### config.mk
export PLATFORM = sky130hd
export DESIGN_NAME = hr_window_sequencer
export DESIGN_NICKNAME = d
export VERILOG_FILES = /design/src/rtl/hr_pkg.sv /design/src/rtl/hr_window_sequencer_history.sv /design/src/rtl/hr_window_sequencer.sv
export SDC_FILE = /design/constraint.sdc
export NUM_CORES = 1
export LEC_CHECK = 0
export CAP_MARGIN = 20
export CORE_MARGIN = 1
export CORE_UTILIZATION = 39
export CTS_CLUSTER_DIAMETER = 200
export DETAILED_ROUTE_END_ITERATION = 16
export HOLD_SLACK_MARGIN = 0.15
export SETUP_SLACK_MARGIN = 0.5
export SYNTH_ARGS = -nofsm -noshare
export SYNTH_HDL_FRONTEND = slang
export SYNTH_SLANG_ARGS = --single-unit
### constraint.sdc
create_clock -name sclk -period 7.8 [get_ports sclk]
set_input_delay 1.17 -clock sclk [delete_from_list [all_inputs] [get_ports sclk]]
set_output_delay 1.17 -clock sclk [all_outputs]
set_load 0.01 [all_outputs]
### src/rtl/hr_pkg.sv
// Shared types and helpers for the heart-rate window sequencer.
// Holds the controller state encoding, default timing constants and the saturating adder.
package hr_pkg;

  typedef enum logic [2:0] {
    IDLE    = 3'd0,
    COUNT   = 3'd1,
    SHIFT   = 3'd2,
    SUM     = 3'd3,
    PUBLISH = 3'd4
  } hr_state_e;

  localparam int WINDOW_TICKS_DEF = 5000;
  localparam int DEPTH_DEF        = 3;
  localparam int SCALE_DEF        = 4;

  function automatic logic [31:0] sat_add(input logic [31:0] a, input logic [31:0] b,
                                          input logic [31:0] lim);
    logic [32:0] s;
    s = {1'b0, a} + {1'b0, b};
    return (s > {1'b0, lim}) ? lim : s[31:0];
  endfunction

endpackage

### src/rtl/hr_window_sequencer_history.sv
// DEPTH-deep history of closed-window beat counts with push, indexed read and fill count.
// Newest entry sits at index 0; entries never written read as 0.
module hr_history_shift
  import hr_pkg::*;
#(
  parameter int DEPTH = DEPTH_DEF,
  parameter int CNT_W = 8,
  parameter int IDX_W = (DEPTH > 1) ? $clog2(DEPTH) : 1,
  parameter int FILL_W = $clog2(DEPTH + 1)
) (
  input  logic              sclk,
  input  logic              rst,
  input  logic              push,
  input  logic [CNT_W-1:0]  din,
  input  logic [IDX_W-1:0]  rd_idx,
  output logic [CNT_W-1:0]  rd_data,
  output logic [FILL_W-1:0] fill
);

  localparam logic [FILL_W-1:0] FILL_FULL = FILL_W'(DEPTH);

  logic [CNT_W-1:0] hist [DEPTH];

  always_ff @(posedge sclk or posedge rst) begin
    if (rst) begin
      for (int i = 0; i < DEPTH; i++) hist[i] <= '0;
      fill <= '0;
    end else if (push) begin
      for (int i = DEPTH - 1; i > 0; i--) hist[i] <= hist[i-1];
      hist[0] <= din;
      if (fill != FILL_FULL) fill <= fill + FILL_W'(1);
    end
  end

  always_comb begin
    rd_data = '0;
    for (int i = 0; i < DEPTH; i++) begin
      if (rd_idx == IDX_W'(i)) rd_data = hist[i];
    end
  end

endmodule

### src/rtl/hr_window_sequencer.sv
// Heart-rate window sequencer: times windows, counts beats, sums history with one adder
// and publishes a scaled BPM to the display over a req/ack handshake.
module hr_window_sequencer
  import hr_pkg::*;
#(
  parameter int WINDOW_TICKS = WINDOW_TICKS_DEF,
  parameter int DEPTH        = DEPTH_DEF,
  parameter int SCALE        = SCALE_DEF,
  parameter int CNT_W        = 8,
  parameter int BPM_W        = 16
) (
  input  logic             sclk,
  input  logic             rst,
  input  logic             enable,
  input  logic             beat,
  input  logic             disp_ack,
  output logic [BPM_W-1:0] bpm,
  output logic             disp_req,
  output logic             bpm_valid,
  output logic             overrun,
  output logic             win_done,
  output logic             busy
);

  localparam int TICK_W = $clog2(WINDOW_TICKS);
  localparam int IDX_W  = (DEPTH > 1) ? $clog2(DEPTH) : 1;
  localparam int FILL_W = $clog2(DEPTH + 1);
  localparam int ACC_W  = CNT_W + $clog2(DEPTH) + 1;
  localparam int PROD_W = ACC_W + BPM_W + 32;

  localparam logic [2:0] ST_IDLE    = IDLE;
  localparam logic [2:0] ST_COUNT   = COUNT;
  localparam logic [2:0] ST_SHIFT   = SHIFT;
  localparam logic [2:0] ST_SUM     = SUM;
  localparam logic [2:0] ST_PUBLISH = PUBLISH;

  localparam logic [31:0]       CNT_MAX   = 32'((64'd1 << CNT_W) - 64'd1);
  localparam logic [TICK_W-1:0] TICK_LAST = TICK_W'(WINDOW_TICKS - 1);
  localparam logic [IDX_W-1:0]  IDX_LAST  = IDX_W'(DEPTH - 1);
  localparam logic [FILL_W-1:0] FILL_FULL = FILL_W'(DEPTH);

  function automatic logic [BPM_W-1:0] scale_sat(input logic [ACC_W-1:0] a);
    logic [PROD_W-1:0] p;
    p = PROD_W'(a) * PROD_W'(SCALE);
    if (p > PROD_W'({BPM_W{1'b1}})) return {BPM_W{1'b1}};
    return p[BPM_W-1:0];
  endfunction

  logic [2:0]        state;
  logic [TICK_W-1:0] tick;
  logic [CNT_W-1:0]  beat_cnt;
  logic [CNT_W-1:0]  beat_sat;
  logic [CNT_W-1:0]  snapshot;
  logic [ACC_W-1:0]  acc;
  logic [IDX_W-1:0]  idx;
  logic [CNT_W-1:0]  hist_rd;
  logic [FILL_W-1:0] fill;
  logic              close;
  logic              stop;

  // Windows only close from COUNT: the in-flight SHIFT/SUM/PUBLISH span is shorter than a window.
  assign close    = (state == ST_COUNT) && (tick == TICK_LAST);
  assign stop     = (state == ST_COUNT) && !close && !enable;
  assign beat_sat = CNT_W'(sat_add(32'(beat_cnt), 32'(beat), CNT_MAX));
  assign win_done = close;
  assign busy     = (state == ST_SHIFT) || (state == ST_SUM);

  always_ff @(posedge sclk or posedge rst) begin
    if (rst) begin
      state <= ST_IDLE;
    end else begin
      case (state)
        ST_IDLE:    if (enable) state <= ST_COUNT;
        ST_COUNT:   if (close) state <= ST_SHIFT;
                    else if (!enable) state <= ST_IDLE;
        ST_SHIFT:   state <= ST_SUM;
        ST_SUM:     if (idx == IDX_LAST) state <= ST_PUBLISH;
        ST_PUBLISH: state <= ST_COUNT;
        default:    state <= ST_IDLE;
      endcase
    end
  end

  // Beats keep accumulating during SHIFT/SUM/PUBLISH so none are lost between windows.
  always_ff @(posedge sclk or posedge rst) begin
    if (rst) begin
      tick     <= '0;
      beat_cnt <= '0;
      snapshot <= '0;
    end else if (state == ST_IDLE || stop) begin
      tick     <= '0;
      beat_cnt <= '0;
    end else begin
      tick <= (tick == TICK_LAST) ? '0 : tick + TICK_W'(1);
      if (close) begin
        snapshot <= beat_sat;
        beat_cnt <= '0;
      end else begin
        beat_cnt <= beat_sat;
      end
    end
  end

  always_ff @(posedge sclk or posedge rst) begin
    if (rst) begin
      acc <= '0;
      idx <= '0;
    end else if (state == ST_SHIFT) begin
      acc <= '0;
      idx <= '0;
    end else if (state == ST_SUM) begin
      acc <= acc + ACC_W'(hist_rd);
      idx <= idx + IDX_W'(1);
    end
  end

  // A publish while a request is still unacked replaces the value and flags overrun.
  always_ff @(posedge sclk or posedge rst) begin
    if (rst) begin
      bpm       <= '0;
      disp_req  <= 1'b0;
      bpm_valid <= 1'b0;
      overrun   <= 1'b0;
    end else if (state == ST_PUBLISH) begin
      bpm       <= scale_sat(acc);
      disp_req  <= 1'b1;
      bpm_valid <= (fill == FILL_FULL);
      if (disp_req && !disp_ack) overrun <= 1'b1;
    end else if (disp_req && disp_ack) begin
      disp_req <= 1'b0;
    end
  end

  hr_history_shift #(
    .DEPTH (DEPTH),
    .CNT_W (CNT_W),
    .IDX_W (IDX_W),
    .FILL_W(FILL_W)
  ) u_hist (
    .sclk   (sclk),
    .rst    (rst),
    .push   (state == ST_SHIFT),
    .din    (snapshot),
    .rd_idx (idx),
    .rd_data(hist_rd),
    .fill   (fill)
  );

endmodule

==> results of run 1 <==
[cells in the mapped netlist (all sizes together), types with 2 or more instances]
library cell,instances
a211oi,2
a21o,3
a21oi,17
and2,4
and3,3
buf,14
clkbuf,7
dfrtp,85
ha,15
inv,14
mux2,37
mux2i,2
nand2,52
nand2b,2
nand3,10
nand4,6
nor2,45
nor3,6
nor4,3
nor4b,3
o21a,3
o21ai,30
o22ai,2
o31ai,4
xnor2,7
xor2,13
[final timing paths]
kind	to	slack, ps
worst max register to register	acc[8]	4790
worst min-delay path	tick[0]	470
max in group asynchronous	bpm[9]	6050
worst min register to register	tick[0]	470
min in group asynchronous	beat_cnt[5]	1150
worst max-delay path	win_done	4420
[final cells by class]
class | count | area [µm²]
clock buffers | 10 | 138
clock inverters | 6 | 70.1
fillers | 983 | 5640
inverters | 14 | 53.8
multi-input cells | 286 | 1910
flip-flops and latches | 85 | 2130
well taps | 136 | 170
repair buffers | 24 | 254
[logic make-up (layout without fill, tap and decap cells)]
kind of cell	count (synthesis)	in the layout
multiplexers	39	39
XOR/XNOR	20	20
adder cells (fa/ha/maj)	16	16
other	1	5
AND/OR/NAND/NOR	139	139
flip-flops	85	85
buffers and inverters	35	54
AO/OA/AOI/OAI	67	67
[per-layer routing]
metal,up-vias,part of all wire
met4,0,0.020
met5,-,0
met2,40,0.46
met3,11,0.026
li1,1409,-
met1,1374,0.49
[flip-flops by register name, summed over array words and instances (netlist names)]
register     count
bpm_valid        1
snapshot         8
u_hist.fill      2
state            3
acc             11
overrun          1
beat_cnt         8
bpm             11
disp_req         1
u_hist.hist     24
tick            13
idx              2
[power by group through the flow]
stage | registers, mW | clock network (mW) | logic, mW
2_1_floorplan | 0.451 | 0 | 0.0152
6_report | 0.443 | 0.327 | 0.0197
5_1_grt | 0.444 | 0.354 | 0.0231
3_3_place_gp | 0.452 | 0 | 0.0184
4_1_cts | 0.443 | 0.337 | 0.0190
3_5_place_dp | 0.452 | 0 | 0.0189
[metrics by stage]
stage               area, µm²  std cells
finish                   4730        561
global route             4730        561
CTS                      4690        559
detailed placement       4480        543
floorplan                4220        406
global placement         4480        543
==> results.md, run 1 <==
- Run status: complete, no violations
- Synth Flop Type: dfrtp_1
- Sequential power share: 0.561
- Top cell type's share of synthesized area: 0.506
- Xor/xnor share of the synthesized area: 0.0416
- Cell type with the largest total area after synthesis: dfrtp_1
- Top delay family on crit path: buffers and inverters
- GRT overflow: 0
- Final critical-path share of the clock period: 0.434
- Fin. Hold Viols: 0
- Die height: 106 µm
- F_max: 0.296 GHz
- Ratio of cells with drive above 1 in the final layout: 0.169
- Number of synthesized flops with an enable pin: 0
- First-iteration detailed-routing DRC count: 95
- TritonCTS Sinks: 85
- Critical Setup Path Class: reg2out
- Sequential area share after synthesis: 0.506
- Hold Path Class: reg2reg
- GR Util All Layers: 0.152
- Routability cong.: 0.814
- Gate power share: 0.025
- Core area: 10400 µm²
- Power Dens Cells: 167 nW/µm²
- Mux contribution to synthesized area: 0.104
- Clock root buffer: clkbuf_8
- Worst-Skew Late Latency: 350 ps
- HP Start: tick[0]
- Via-per-instance ratio: 5.05
- Residual DRC: 0
- CP Depth: 3
- Setup-failing EPs final: 0
- Main combinational cell family by area after synthesis: simple AND/OR/NAND/NOR gates
- Synth Area in Adders: 0.0494
- Via count: 2834
- Setup WS post-layout: 4420 ps
- WP data required: 6630 ps
- Leak pwr: 2.19 nW
- DR WL/cell: 13.4 µm
- Post-CTS sizing: 0
- CTS H-tree depth: 3
- Worst Path Buf+Inv: 2
- Final hold slack: 466 ps
- Final antenna-violating net count: 0
- Pins Over Slew Limit: 0
- Ys Warns: 0
- Max VDD drop: 74.3 µV
- Routing usage on met1: 0.201
- Clock Pin Slew Worst Setup and Hold Paths: 90 ps
- Met2 Use GR: 0.242
- Total Neg Setup Slack: 0 ps
- Power Internal: 0.605 mW
- Met3 Resource Use GR: 0.0322
- Most frequent cells in the layout: dfrtp_1 (85), nand2_1 (52), nor2_1 (44), mux2_2 (37), o21ai_0 (21)
- Final #Nets: 441
- Synth Register Bits: 85
- CTS tree: done
- Area growth syn-to-layout: 12.3%
- Final HPWL DP: 5.26 mm
- Crit-path cells: inv_1 > nor4_1 > clkdlybuf4s50_1
- Setup Fix Bufs, Post-CTS: 0
- Initial antenna violation count: 0
- Area contributors post-synth: dfrtp_1 (51%), mux2_2 (9.9%), nand2_1 (4.6%), ha_1 (4.5%), nor2_1 (3.9%)
- Crit path from: state[0]
- Worst r2r src: idx[1]
- Starting density of the core: 0.406
- Final wirelength: 7.55 mm
- I/O Pins: 26
- Placement row count: 37
- Fraction of registers with async set or reset after synthesis: 1.00
- Commonest non-fill, non-tap cell in the layout: dfrtp_1
- Max-Cap Viols: 0
- Die Wd: 106 µm
- CP Launch Type: flip-flop
- First-pass GRT wire length: 13.5 mm
- Syn Inst Count: 402
- Pre-CTS WS: 4780 ps
- Clk buf depth: 2
- Post-synthesis cell type count: 52
- Syn avg cell area: 10.5 µm²
- Num CTS Buffers: 9
- Crit. End Element: output port
- Relative slew slack: 0.629
- Reg2reg path depth: 12
- RSZ-0062 raised after global routing: false
- Gr busiest metal: met2
- Synth Area in Compound Gates: 0.0957
- Worst-Margin Slew: 551 ps
- Crit path DAT: 2210 ps
- Die ar.: 11200 µm²
- Worst path slowest cell: dfrtp_1
- Post-Syn Area: 4210 µm²
- Tmin final: 3380 ps
- IO Port Bufs: 20
- Clk_skew: 11.1 ps
- CP max FO: 15
- Total power: 0.789 mW
- Max incr delay on CP: 680 ps
- Drt first pass iters: 4
- Worst hold path cell count: 1
- Sw power: 0.184 mW
- Utilization after layout: 0.456
- Vias in the first global route: 2843
- Largest net degree at the start of global routing: 86
- Antenna diodes: 0
- Switching share of power: 0.234
- Clock power share: 0.414
- Post-synthesis simple-gate area fraction: 0.160
- Hold buffers post-CTS: 0
Power figures use the tool's default switching activity.
==> inputs of run 2 (changes only) <==
Clock period 7.8 ns to 3.5 ns, I/O delays scaled along.
==> run 2 against run 1 <==
Net effect:
- cell count down 0.18%
- clock power up 100%
- power up 110%
==> results.md, run 2 (synthesis gave the netlist of run 1 again) <==
- Leak pwr: 2.17 nW (-1.0%)
- Met2 Use GR: 0.239 (-0.00327)
- Met3 Resource Use GR: 0.0402 (+0.00804)
- Commonest non-fill, non-tap cell in the layout: dfrtp_1
- Final hold slack: 466 ps (+0.410 ps)
- Crit path DAT: 3130 ps (+920 ps)
- Residual DRC: 0 (unchanged)
- Final critical-path share of the clock period: 0.811
- Routability cong.: 0.816 (+0.28%)
- Hold Path Class: reg2reg
- Vias in the first global route: 2770 (-2.6%)
- Hold buffers post-CTS: 0 (unchanged)
- Clk_skew: 8.71 ps (-2.43 ps)
- Gr busiest metal: met2
- Crit-path most repeated cell: inv_1
- Antenna diodes: 0 (unchanged)
- First-iteration detailed-routing DRC count: 128 (+35%)
- Crit-path cells: inv_1 > ha_2 > nand2_1 > nor2_1 > a21oi_1 > o21ai_0 > ha_1 > inv_1 > fa_1 > nand2b_1 > a21oi_2 > o22ai_2 > or3_2 > o21ai_2
- Pins Over Slew Limit: 0 (unchanged)
- Area growth syn-to-layout: 11.4%
- Run status: complete, no violations
- Top reg by flops: u_hist.hist
- Post-CTS sizing: 1 (+1)
- DR WL/cell: 13.8 µm (+2.7%)
- Clk buf depth: 2 (unchanged)
- Via count: 2843 (+0.32%)
- Drt first pass iters: 4 (unchanged)
- Crit. End Element: flip-flop
- GR Util All Layers: 0.152 (-0.000235)
- Routing usage on met1: 0.200 (-0.000796)
- Worst path slowest cell: or3_2
- Ratio of cells with drive above 1 in the final layout: 0.172 (+0.00276)
- Power Dens Cells: 361 nW/µm² (+120%)
- RSZ-0062 raised after global routing: false
- Most frequent cells in the layout: dfrtp_1 (85), nand2_1 (52), nor2_1 (44), mux2_2 (37), o21ai_0 (21)
- CTS H-tree depth: 3 (unchanged)
- Final wirelength: 7.73 mm (+2.5%)
- I/O Pins: 26 (unchanged)
- Core area: 10400 µm² (unchanged)
- Clock root buffer: clkbuf_8
- Clock Pin Slew Worst Setup and Hold Paths: 80 ps (about the same)
- CP max FO: 8 (-7)
- Final HPWL DP: 5.51 mm (+4.8%)
- Largest registers: u_hist.hist: 24 flops, tick: 13 flops
- Via-per-instance ratio: 5.08 (+0.50%)
- Final #Nets: 441 (unchanged)
- Placement row count: 37 (unchanged)
- Relative slew slack: 0.298 (-0.331)
- Final antenna-violating net count: 0 (unchanged)
- Die height: 106 µm (unchanged)
- TritonCTS Sinks: 85 (unchanged)
- Fin. Hold Viols: 0 (unchanged)
- F_max: 0.352 GHz
- Starting density of the core: 0.406 (unchanged)
- Tmin final: 2840 ps
- Largest net degree at the start of global routing: 49 (-43%)
- Initial antenna violation count: 0 (unchanged)
- Setup-failing EPs final: 0 (unchanged)
- Num CTS Buffers: 9 (unchanged)
- Max incr delay on CP: 430 ps (-250 ps)
- WP data required: 3790 ps (-2840 ps)
- Die Wd: 106 µm (unchanged)
- Total Neg Setup Slack: 0 ps (unchanged)
- CP Launch Type: flip-flop
- CTS tree: done
- Max reg flops: 24 (unchanged)
- IO Port Bufs: 20 (unchanged)
- First-pass GRT wire length: 13.4 mm (-0.51%)
- Critical Setup Path Class: reg2reg
- Worst-Skew Late Latency: 350 ps (about the same)
- Max-Cap Viols: 0 (unchanged)
- Setup Fix Bufs, Post-CTS: 0 (unchanged)
- Die ar.: 11200 µm² (unchanged)
- Worst-Margin Slew: 1050 ps (+498 ps)
- Max VDD drop: 224 µV (+200%)
- GRT overflow: 0 (unchanged)
==> run 2: changes by cell type in the layout (fill, tap and decap cells not counted), sizes merged <==
cell      previous run  this run
inv                 14        13
clkbuf              10        11
clkinvlp             3         2
==> run 2: worst paths after layout <==
kind                          from  slack [ps]          end  depth (start not counted)
max reg2reg                 idx[0]         660       acc[8]                         14
min reg2reg                tick[0]         470      tick[0]                          1
min in group asynchronous      rst         630  beat_cnt[0]                          2
max in group asynchronous      rst        2140      tick[7]                          3
min                        tick[0]         470      tick[0]                          1
max                         idx[0]         660       acc[8]                         14
==> run 2: layer usage <==
layer	up-vias	wire length (µm)
li1	1405	-
met1	1374	3750
met2	51	3590
met3	13	238
met4	0	153
met5	-	0
==> run 2: metrics by stage <==
stage,worst slack [ps],power (mW),instance area [µm²],util,std cells
detailed placement,497,1.05,4490,0.433,545
global placement,664,1.05,4490,0.433,545
floorplan,594,1.04,4220,-,406
global route,484,1.77,4690,0.452,560
CTS,547,1.72,4680,0.451,560
finish,661,1.69,4690,0.452,560
==> run 2: worst max-delay path: cells and delay by family, from the launching register on <==
kind | cells | cell delay [ps]
fa+ha+maj | 3 | 860
simple gates | 4 | 780
compound gates | 5 | 560
flops | 1 | 420
buf+inv | 2 | 160
==> run 2: final cells by class <==
| type | count | area [µm²] |
|---|---|---|
| timing repair buffer | 24 | 230 |
| inverter | 14 | 53.8 |
| sequential | 85 | 2130 |
| clock inverter | 4 | 50.0 |
| tap | 136 | 170 |
| clock buffer | 11 | 131 |
| multi-input combinational | 286 | 1920 |
| fill | 1003 | 5680 |
==> run 2: where the power goes <==
| part | switching (mW) | total, mW | internal, mW |
|---|---|---|---|
| clock | 0.337 | 0.663 | 0.325 |
| sequential | 0.00447 | 0.988 | 0.983 |
| combinational | 0.0322 | 0.0423 | 0.0101 |
| total | 0.374 | 1.69 | 1.32 |
